===== src/rtl/div_clk_meter_if.sv =====
// Measurement bundle between the divided-clock source and the divided-clock meter.
// The source side is the master and the meter side is the slave.
`timescale 1ns/1ps
interface div_clk_meter_if #(
    parameter int CNT_W = 8
);
    logic             clk_in;
    logic [CNT_W-1:0] period;
    logic [CNT_W-1:0] high_time;
    logic             meas_valid;
    logic             period_err;
    logic             duty_err;
    logic             stuck;
    logic             lock;
    logic [7:0]       err_cnt;

    modport master (
        output clk_in,
        input  period, high_time, meas_valid, period_err, duty_err, stuck, lock, err_cnt
    );

    modport slave (
        input  clk_in,
        output period, high_time, meas_valid, period_err, duty_err, stuck, lock, err_cnt
    );
endinterface


===== src/rtl/div_clk_meter.sv =====
// Measures period and high time of the divided clock in system-clock cycles,
// flags period/duty/stuck faults and reports lock after a run of good periods.
`timescale 1ns/1ps
module div_clk_meter #(
    parameter int CNT_W      = 8,
    parameter int EXP_PERIOD = 5,
    parameter int HIGH_MIN   = 2,
    parameter int HIGH_MAX   = 3,
    parameter int TIMEOUT    = 64,
    parameter int LOCK_N     = 4
) (
    input  logic          clk,
    input  logic          rst,
    div_clk_meter_if.slave mon
);
    localparam int GR_W = $clog2(LOCK_N + 1);

    localparam logic [CNT_W-1:0] EXP_P  = CNT_W'(EXP_PERIOD);
    localparam logic [CNT_W-1:0] H_MIN  = CNT_W'(HIGH_MIN);
    localparam logic [CNT_W-1:0] H_MAX  = CNT_W'(HIGH_MAX);
    localparam logic [CNT_W-1:0] TMO    = CNT_W'(TIMEOUT);
    localparam logic [CNT_W-1:0] ONE    = CNT_W'(1);
    localparam logic [GR_W-1:0]  LOCK_G = GR_W'(LOCK_N);

    typedef enum logic {
        IDLE = 1'b0,
        RUN  = 1'b1
    } state_t;

    state_t           state_q, state_d;
    logic             s1_q, s1_d;
    logic             s2_q, s2_d;
    logic [CNT_W-1:0] cnt_p_q, cnt_p_d;
    logic [CNT_W-1:0] cnt_h_q, cnt_h_d;
    logic [CNT_W-1:0] period_q, period_d;
    logic [CNT_W-1:0] high_time_q, high_time_d;
    logic             meas_valid_q, meas_valid_d;
    logic             period_err_q, period_err_d;
    logic             duty_err_q, duty_err_d;
    logic             stuck_q, stuck_d;
    logic             lock_q, lock_d;
    logic [7:0]       err_cnt_q, err_cnt_d;
    logic [GR_W-1:0]  good_run_q, good_run_d;

    logic             rise;
    logic             p_bad;
    logic             h_bad;
    logic [7:0]       err_inc;

    assign rise    = s1_q & ~s2_q;
    assign p_bad   = (cnt_p_q != EXP_P);
    assign h_bad   = (cnt_h_q < H_MIN) || (cnt_h_q > H_MAX);
    assign err_inc = (err_cnt_q == 8'hFF) ? err_cnt_q : err_cnt_q + 8'd1;

    // A rise always wins over a timeout on the same cycle, so a period of
    // exactly TIMEOUT cycles is still reported as a measurement.
    always_comb begin
        s1_d         = mon.clk_in;
        s2_d         = s1_q;
        state_d      = state_q;
        cnt_p_d      = cnt_p_q;
        cnt_h_d      = cnt_h_q;
        period_d     = period_q;
        high_time_d  = high_time_q;
        meas_valid_d = 1'b0;
        period_err_d = period_err_q;
        duty_err_d   = duty_err_q;
        stuck_d      = stuck_q;
        lock_d       = lock_q;
        err_cnt_d    = err_cnt_q;
        good_run_d   = good_run_q;

        case (state_q)
            IDLE: begin
                cnt_p_d = '0;
                cnt_h_d = '0;
                if (rise) begin
                    state_d = RUN;
                    cnt_p_d = ONE;
                    cnt_h_d = ONE;
                    stuck_d = 1'b0;
                end
            end
            RUN: begin
                if (rise) begin
                    period_d     = cnt_p_q;
                    high_time_d  = cnt_h_q;
                    meas_valid_d = 1'b1;
                    period_err_d = p_bad;
                    duty_err_d   = h_bad;
                    cnt_p_d      = ONE;
                    cnt_h_d      = ONE;
                    if (p_bad || h_bad) begin
                        good_run_d = '0;
                        lock_d     = 1'b0;
                        err_cnt_d  = err_inc;
                    end else begin
                        if (good_run_q != LOCK_G) begin
                            good_run_d = good_run_q + GR_W'(1);
                        end
                        lock_d = (good_run_d == LOCK_G);
                    end
                end else if (cnt_p_q == TMO) begin
                    state_d    = IDLE;
                    stuck_d    = 1'b1;
                    good_run_d = '0;
                    lock_d     = 1'b0;
                    err_cnt_d  = err_inc;
                    cnt_p_d    = '0;
                    cnt_h_d    = '0;
                end else begin
                    cnt_p_d = cnt_p_q + ONE;
                    if (s1_q) begin
                        cnt_h_d = cnt_h_q + ONE;
                    end
                end
            end
            default: begin
                state_d = IDLE;
            end
        endcase
    end

    always_ff @(posedge clk or posedge rst) begin
        if (rst) begin
            state_q      <= IDLE;
            s1_q         <= 1'b0;
            s2_q         <= 1'b0;
            cnt_p_q      <= '0;
            cnt_h_q      <= '0;
            period_q     <= '0;
            high_time_q  <= '0;
            meas_valid_q <= 1'b0;
            period_err_q <= 1'b0;
            duty_err_q   <= 1'b0;
            stuck_q      <= 1'b0;
            lock_q       <= 1'b0;
            err_cnt_q    <= '0;
            good_run_q   <= '0;
        end else begin
            state_q      <= state_d;
            s1_q         <= s1_d;
            s2_q         <= s2_d;
            cnt_p_q      <= cnt_p_d;
            cnt_h_q      <= cnt_h_d;
            period_q     <= period_d;
            high_time_q  <= high_time_d;
            meas_valid_q <= meas_valid_d;
            period_err_q <= period_err_d;
            duty_err_q   <= duty_err_d;
            stuck_q      <= stuck_d;
            lock_q       <= lock_d;
            err_cnt_q    <= err_cnt_d;
            good_run_q   <= good_run_d;
        end
    end

    assign mon.period     = period_q;
    assign mon.high_time  = high_time_q;
    assign mon.meas_valid = meas_valid_q;
    assign mon.period_err = period_err_q;
    assign mon.duty_err   = duty_err_q;
    assign mon.stuck      = stuck_q;
    assign mon.lock       = lock_q;
    assign mon.err_cnt    = err_cnt_q;

endmodule

===== src/flat_wrapper.sv =====
// flat-port wrapper written by rule: the top's interface ports become plain ports
module div_clk_meter_flat 
#(
    parameter int CNT_W      = 8,
    parameter int EXP_PERIOD = 5,
    parameter int HIGH_MIN   = 2,
    parameter int HIGH_MAX   = 3,
    parameter int TIMEOUT    = 64,
    parameter int LOCK_N     = 4
)
  (clk, rst, mon_clk_in, mon_period, mon_high_time, mon_meas_valid, mon_period_err, mon_duty_err, mon_stuck, mon_lock, mon_err_cnt);
  div_clk_meter_if #(.CNT_W(CNT_W)) mon_i ();
  input  logic clk;
  input  logic rst;
  input wire logic [$bits(mon_i.clk_in)-1:0] mon_clk_in;
  output wire logic [$bits(mon_i.period)-1:0] mon_period;
  output wire logic [$bits(mon_i.high_time)-1:0] mon_high_time;
  output wire logic [$bits(mon_i.meas_valid)-1:0] mon_meas_valid;
  output wire logic [$bits(mon_i.period_err)-1:0] mon_period_err;
  output wire logic [$bits(mon_i.duty_err)-1:0] mon_duty_err;
  output wire logic [$bits(mon_i.stuck)-1:0] mon_stuck;
  output wire logic [$bits(mon_i.lock)-1:0] mon_lock;
  output wire logic [$bits(mon_i.err_cnt)-1:0] mon_err_cnt;
  assign mon_i.clk_in = mon_clk_in;
  assign mon_period = mon_i.period;
  assign mon_high_time = mon_i.high_time;
  assign mon_meas_valid = mon_i.meas_valid;
  assign mon_period_err = mon_i.period_err;
  assign mon_duty_err = mon_i.duty_err;
  assign mon_stuck = mon_i.stuck;
  assign mon_lock = mon_i.lock;
  assign mon_err_cnt = mon_i.err_cnt;
  div_clk_meter #(.CNT_W(CNT_W), .EXP_PERIOD(EXP_PERIOD), .HIGH_MIN(HIGH_MIN), .HIGH_MAX(HIGH_MAX), .TIMEOUT(TIMEOUT), .LOCK_N(LOCK_N)) u_core (.clk(clk), .rst(rst), .mon(mon_i));
endmodule

===== config.mk =====
export PLATFORM = sky130hd
export DESIGN_NAME = div_clk_meter_flat
export DESIGN_NICKNAME = d
export VERILOG_FILES = /design/src/rtl/div_clk_meter_if.sv /design/src/rtl/div_clk_meter.sv /design/src/flat_wrapper.sv
export SDC_FILE = /design/constraint.sdc
export NUM_CORES = 1
export LEC_CHECK = 0
export CAP_MARGIN = 20
export CORE_MARGIN = 2
export CORE_UTILIZATION = 50
export DETAILED_ROUTE_END_ITERATION = 10
export HOLD_SLACK_MARGIN = 0.15
export PLACE_DENSITY = 0.71
export SLEW_MARGIN = 25
export SYNTH_ARGS = -nofsm -noshare
export SYNTH_HDL_FRONTEND = slang
export SYNTH_SLANG_ARGS = --single-unit

===== constraint.sdc =====
create_clock -name clk -period 5.4 [get_ports clk]
set_input_delay 1.35 -clock clk [delete_from_list [all_inputs] [get_ports clk]]
set_output_delay 1.35 -clock clk [all_outputs]
set_load 0.02 [all_outputs]

==> Yosys cells after proc, flatten, opt, wreduce, memory -nomap -nowiden <==
Cells that the tools add are included.
{ "classes": {"bitwise_logic": 3, "eq_ne": 10, "n_lt_le_gt_ge": 2, "n_addsub": 4, "n_reduce_logical": 7, "muxes": 31} }
{ "ops": {"columns": ["cell", "n"], "rows": [
  ["2-to-1 mux 8 bit", 9],
  ["one-hot mux 8 bit (2 select lines)", 2],
  ["adder 8 x 1 -> 8 bit (second input constant)", 3],
  ["2-to-1 mux 3 bit", 7],
  ["2-to-1 mux 1 bit", 11],
  ["== test 8 x 7 -> 1 bit (second input constant)", 1],
  ["== test 8 bit (second input constant)", 1],
  ["greater-than comparator 8 x 2 -> 1 bit (second input constant)", 1],
  ["< comparator 8 x 2 -> 1 bit (second input constant)", 1],
  ["!= test 8 x 3 -> 1 bit (second input constant)", 1],
  ["!= test 2 bit (second input constant)", 3],
  ["AND reduction 3 bit", 2],
  ["!= test 4 bit (second input constant)", 1],
  ["one-hot mux 1 bit (2 select lines)", 2],
  ["AND reduction 2 bit", 2],
  ["adder 3 x 1 -> 3 bit (second input constant)", 1],
  ["== test 3 bit (second input constant)", 1],
  ["!= test 3 bit (second input constant)", 1],
  ["logical OR 1 bit", 2],
  ["!= test 2 x 1 -> 1 bit (second input constant)", 1],
  ["inverter 1 bit", 2],
  ["nonzero test 2 bit", 1],
  ["AND 1 bit", 1]
]} }
{ "totals": {"input_bits": 3, "ff_bits": 51, "word_cells": 71} }

==> Longest topological paths before layout <==
{ "logic_depth": {"word_depth": 9, "ltp_mapped": 7, "ltp_nobuf": 7} }

==> Worst setup path before layout <==
No wires, ideal clock.
{ "synth_timing": {"kind": "reg-to-reg", "from": "register u_core.err_cnt_q[0] (netlist: u_core.mon.err_cnt[0])", "to": "register u_core.err_cnt_q[1] (netlist: u_core.mon.err_cnt[1])", "synth_period_minus_slack_ns": 1.867, "path_stages_with_launch": 6, "arrival_time_ns": 1.742, "setup_time_ns": 0.125, "n_path_buf": 0, "path_slack_ns": 3.533, "required_time_ns": 5.275, "cell_sequence": "dfrtp_1 > ha_1 > nand3_1 > or3_2 > o211ai_4 > mux2_2"} }
{ "synth_via": {"elab_chain_cells": 4, "elab_cells_between_ends": 6, "classes_between": "add/sub: 1; eq/ne: 1; mux: 4"} }
{ "synth_rtl": {"columns": ["item", "line_no", "source"], "rows": [
  ["start, declared", "div_clk_meter.sv:42", "logic [7:0] err_cnt_q, err_cnt_d;"],
  ["start signal, assigned", "div_clk_meter.sv:153", "err_cnt_q <= err_cnt_d;"],
  ["adder 8 x 1 -> 8 bit / == test 8 bit (equally long branches)", "div_clk_meter.sv:53", "assign err_inc = (err_cnt_q == 8'hFF) ? err_cnt_q : err_cnt_q + 8'd1;"],
  ["2-to-1 mux 8 bit *", "div_clk_meter.sv:53", null],
  ["2-to-1 mux 8 bit, on equally long branches", "div_clk_meter.sv:103, div_clk_meter.sv:93", null],
  ["2-to-1 mux 8 bit *", "div_clk_meter.sv:85", "if (rise) begin"]
]} }
Mark *: on every way between the ends. The rest lies on a longest branch, timed or not. The select of a mux whose other input is x is not followed.
A chain may end at the register's enable or synchronous reset.

==> Worst setup path in the final report <==
{ "layout_timing": {"from": "register u_core.err_cnt_q[2] (netlist: u_core.mon.err_cnt[2])", "to": "output port mon_err_cnt[2]"} }
{ "layout_rtl": {"columns": ["item", "line_no", "source"], "rows": [
  ["end, declared", "flat_wrapper.sv:23", "output wire logic [$bits(mon_i.err_cnt)-1:0] mon_err_cnt;"]
]} }
No word-level cell between the ends.

==> flow_summary_export.csv <==
group,metric,value,unit
grt,grt.total_usage,19.0,%
setup_path,worstSetupPathType,"reg -> out",
setup_path,cp-endpoint,"mon_err_cnt[2]",
detailed_routing,wl,4.45,mm
clock_network,numCtsBuffers,5,
detailed_routing,avgRoutedWirePerCell,13.8,um
pwr,powerDensity,360,mW/mm^2
setup_path,startpoint,"u_core.mon.err_cnt[2]",
setup_path,timing.rr.start,"u_core.cnt_p_q[5]",
logic_synthesis,avgSynthCellArea,10.1,sq um
die,rows,24,
setup_path,cp_max_fo,6,
timing,layout_min_cycle_time,2.77,ns
detailed_routing,drt_iter0_markers,101,
clock_network,cts_setup_buffers,0,
hold_path,hold_path.class,"reg -> reg",
die,start_util,52.9,%
logic_synthesis,ys_seq_area_share,54.3,%
setup_path,r2r_slack,3.17,ns
die,die_area,0.00527,sq mm
timing,max_freq,361,MHz
clock_network,path_clk_slew,0.09,ns
die,ioPinCount,32,
clock_network,ctsResizeCount,0,
final_layout,drive_gt1_share,9.26,%
logic_synthesis,syn_inst,233,
clock_network,cts_tree,"built",
setup_path,cp-start-kind,"flop",
setup_path,endpoint_kind,"primary output",
clock_network,cts_max_level,2,
logic_synthesis,synth.distinct_cells,41,
clock_network,holdBufCountCts,0,
setup_path,critical_path_buf_inv_count,1,
setup_path,cp_top_family,"buffers and inverters",
setup_path,rr_endpoint,"u_core.cnt_h_q[5]",
placement,numPortBuffers,31,
detailed_routing,ant_nets,0,
final_layout,syn_to_final_growth,20.2,%
timing,tns,0,ns
final_layout,diodes,0,
grt,grt_antenna_before_repair,0,
final_layout,nFillCells,391,
final_layout,multi_input_area,0.00100,sq mm
grt,grt_pass1_vias,1687,
final_layout,ff_latch_area,0.00128,sq mm
setup_path,cpPeakStageDelay,0.65,ns
detailed_routing,firstDrtPassIters,6,
die,fp.dieW,72.6,um
clock_network,clock-root-buffer,"clkbuf_8",
setup_path,path_cells,"clkdlybuf4s50_1",
logic_synthesis,ys.warnings.count,0,
logic_synthesis,synthesis.area,0.00235,sq mm
logic_synthesis,synth-edff-count,0,
clock_network,ctsLongestPathBuffers,2,
status,status,"complete, no violations",
detailed_routing,drc,0,
timing,timing.final.crit_share,51.3,%
placement,gp_congestion,0.794,
placement,place_hpwl,3.02,mm
clock_network,clk_latency,0.31,ns
grt,grt_max_degree,52,
timing,fin_skew,0.00600,ns
run,maxCapViolCount,0,
timing,tightest_slew,0.862,ns
setup_path,crit_required,4.05,ns
logic_synthesis,synth-main-ff-cell,"dfrtp_1",
final_layout,nets,279,
die,core-area,0.00444,sq mm
logic_synthesis,syn_nets,243,
setup_path,reg2reg_depth,6,
timing,finalHoldViolCount,0,
detailed_routing,num_vias,1730,
pwr,finalPower,1.02,mW
timing,rsz0062_at_grt,"no",
setup_path,cp.arrival,1.42,ns
logic_synthesis,synth_seq_cells,51,
setup_path,slowest_stage,"clkdlybuf4s50_1",
clock_network,cts_sinks,51,
timing,slew_violations,0,
timing,max_slew_margin,42.4,%
logic_synthesis,async_reset_ff_share,100,%
pwr,ir_drop,0.172,mV
grt,grt_pass1_wl,7.78,mm
detailed_routing,avgViaCountPerCell,5.37,
grt,overflow,0,
timing,setup_viol,0,
setup_path,cp_num_cells,1,
die,fp.dieH,72.6,um
pwr,p_leak,1.30,nW
area by class of cell:
| class | count | area share, % |
|---|---|---|
| well taps | 52 | 2.30 |
| clock buffers | 7 | 3.41 |
| inverters | 12 | 1.64 |
| multi-input cells | 165 | 35.5 |
| repair buffers | 34 | 11.8 |
| flip-flops and latches | 51 | 45.2 |
| clock inverters | 1 | 0.266 |
kinds of logic (layout without fill, tap and decap cells):
logic type                 count (synthesis)  after routing  share of synthesized area (%)
buffers and inverters                     17             54                           3.14
xor gates and xnor gates                  13             13                           4.84
and+or+nand+nor                          109            109                           22.6
muxes                                      4              4                           1.81
adders and majority gates                  7              7                           3.72
DFF                                       51             51                           54.3
AOI/OAI and AO/OA                         32             32                           9.68
routing by layer:
metal  up-vias  GRT usage (%)  wire [um]  part of all wire [%]
li1        862              -          -                     -
met1       821           25.8       2170                    49
met5         -              0          0                     0
met2        43           29.6       2030                    46
met4         0           6.58         29                  0.65
met3         4           5.11        222                   5.0
worst min path at each step:
| stage | start | end | slack [ns] | cells past startpoint |
|---|---|---|---|---|
| after floorplan | u_core.s1_q | u_core.s2_q | 0.44 | 0 |
| after CTS | u_core.mon.high_time[4] | u_core.mon.high_time[4] | 0.48 | 2 |
| after global placement | u_core.mon.high_time[6] | u_core.mon.high_time[6] | 0.46 | 2 |
| after global routing | u_core.mon.high_time[4] | u_core.mon.high_time[4] | 0.51 | 2 |
| after detailed placement | u_core.mon.high_time[1] | u_core.mon.high_time[1] | 0.46 | 2 |
| final | u_core.mon.high_time[5] | u_core.mon.high_time[5] | 0.48 | 2 |
cell usage after synthesis (2+ instances only):
| cell | number | area [sq um] |
|---|---|---|
| clkbuf_1 | 2 | 7.51 |
| or3_1 | 3 | 18.8 |
| nand3b_1 | 3 | 22.5 |
| nor3_1 | 3 | 15.0 |
| and3_1 | 3 | 18.8 |
| mux2i_1 | 2 | 20.0 |
| ha_1 | 7 | 87.6 |
| dfrtp_1 | 51 | 1280 |
| nor3_2 | 2 | 20.0 |
| a21oi_1 | 5 | 25.0 |
| o21ai_0 | 14 | 70.1 |
| xnor2_1 | 3 | 26.3 |
| o31ai_1 | 2 | 15.0 |
| xor2_1 | 10 | 87.6 |
| o211ai_1 | 2 | 15.0 |
| mux2_2 | 2 | 22.5 |
| inv_1 | 11 | 41.3 |
| nand3_1 | 15 | 75.1 |
| nand2_1 | 52 | 195 |
| nor2_1 | 18 | 67.6 |
| a31oi_1 | 3 | 18.8 |
sequential cells by signal, indices dropped and copies added (netlist names):
register / flops
u_core.s2_q: 1
u_core.mon.period_err: 1
u_core.good_run_q: 3
u_core.s1_q: 1
u_core.mon.duty_err: 1
u_core.mon.stuck: 1
u_core.cnt_p_q: 8
u_core.mon.high_time: 8
u_core.mon.period: 8
u_core.mon.meas_valid: 1
u_core.cnt_h_q: 8
u_core.mon.lock: 1
u_core.mon.err_cnt: 8
u_core.state_q: 1
placed cells by master, fill, tap and decap left out, types with 2 or more instances in the layout:
| cell | instances |
|---|---|
| o211ai_1 | 2 |
| mux2_2 | 2 |
| nor3_1 | 3 |
| nand2_1 | 52 |
| ha_1 | 7 |
| or3_1 | 3 |
| xor2_1 | 10 |
| nor3_2 | 2 |
| a21oi_1 | 5 |
| o21ai_0 | 14 |
| nor2_1 | 18 |
| buf_4 | 3 |
| mux2i_1 | 2 |
| nand3_1 | 15 |
| o31ai_1 | 2 |
| dfrtp_1 | 51 |
| clkbuf_8 | 7 |
| and3_1 | 3 |
| nand3b_1 | 3 |
| clkdlybuf4s50_1 | 31 |
| a31oi_1 | 3 |
| xnor2_1 | 3 |
| inv_1 | 10 |
power breakdown:
| group | total, mW | switching (mW) | internal [mW] |
|---|---|---|---|
| sequential | 0.504 | 0.0652 | 0.439 |
| combinational | 0.274 | 0.147 | 0.127 |
| clock | 0.239 | 0.122 | 0.117 |
| total | 1.02 | 0.335 | 0.682 |
per-stage QoR:
| stage | instance area, sq um | hold WS, ns | instances | util [%] | setup WS [ns] |
|---|---|---|---|---|---|
| global route | 2830 | 0.505 | 322 | 63.6 | 2.58 |
| detailed placement | 2720 | 0.463 | 314 | 61.2 | 2.73 |
| finish | 2830 | 0.477 | 322 | 63.6 | 2.63 |
| CTS | 2830 | 0.485 | 322 | 63.6 | 2.62 |
| global placement | 2720 | 0.457 | 314 | 61.2 | 2.76 |
| floorplan | 2350 | 0.438 | 233 | - | 2.82 |
Power figures use the tool's default switching activity.
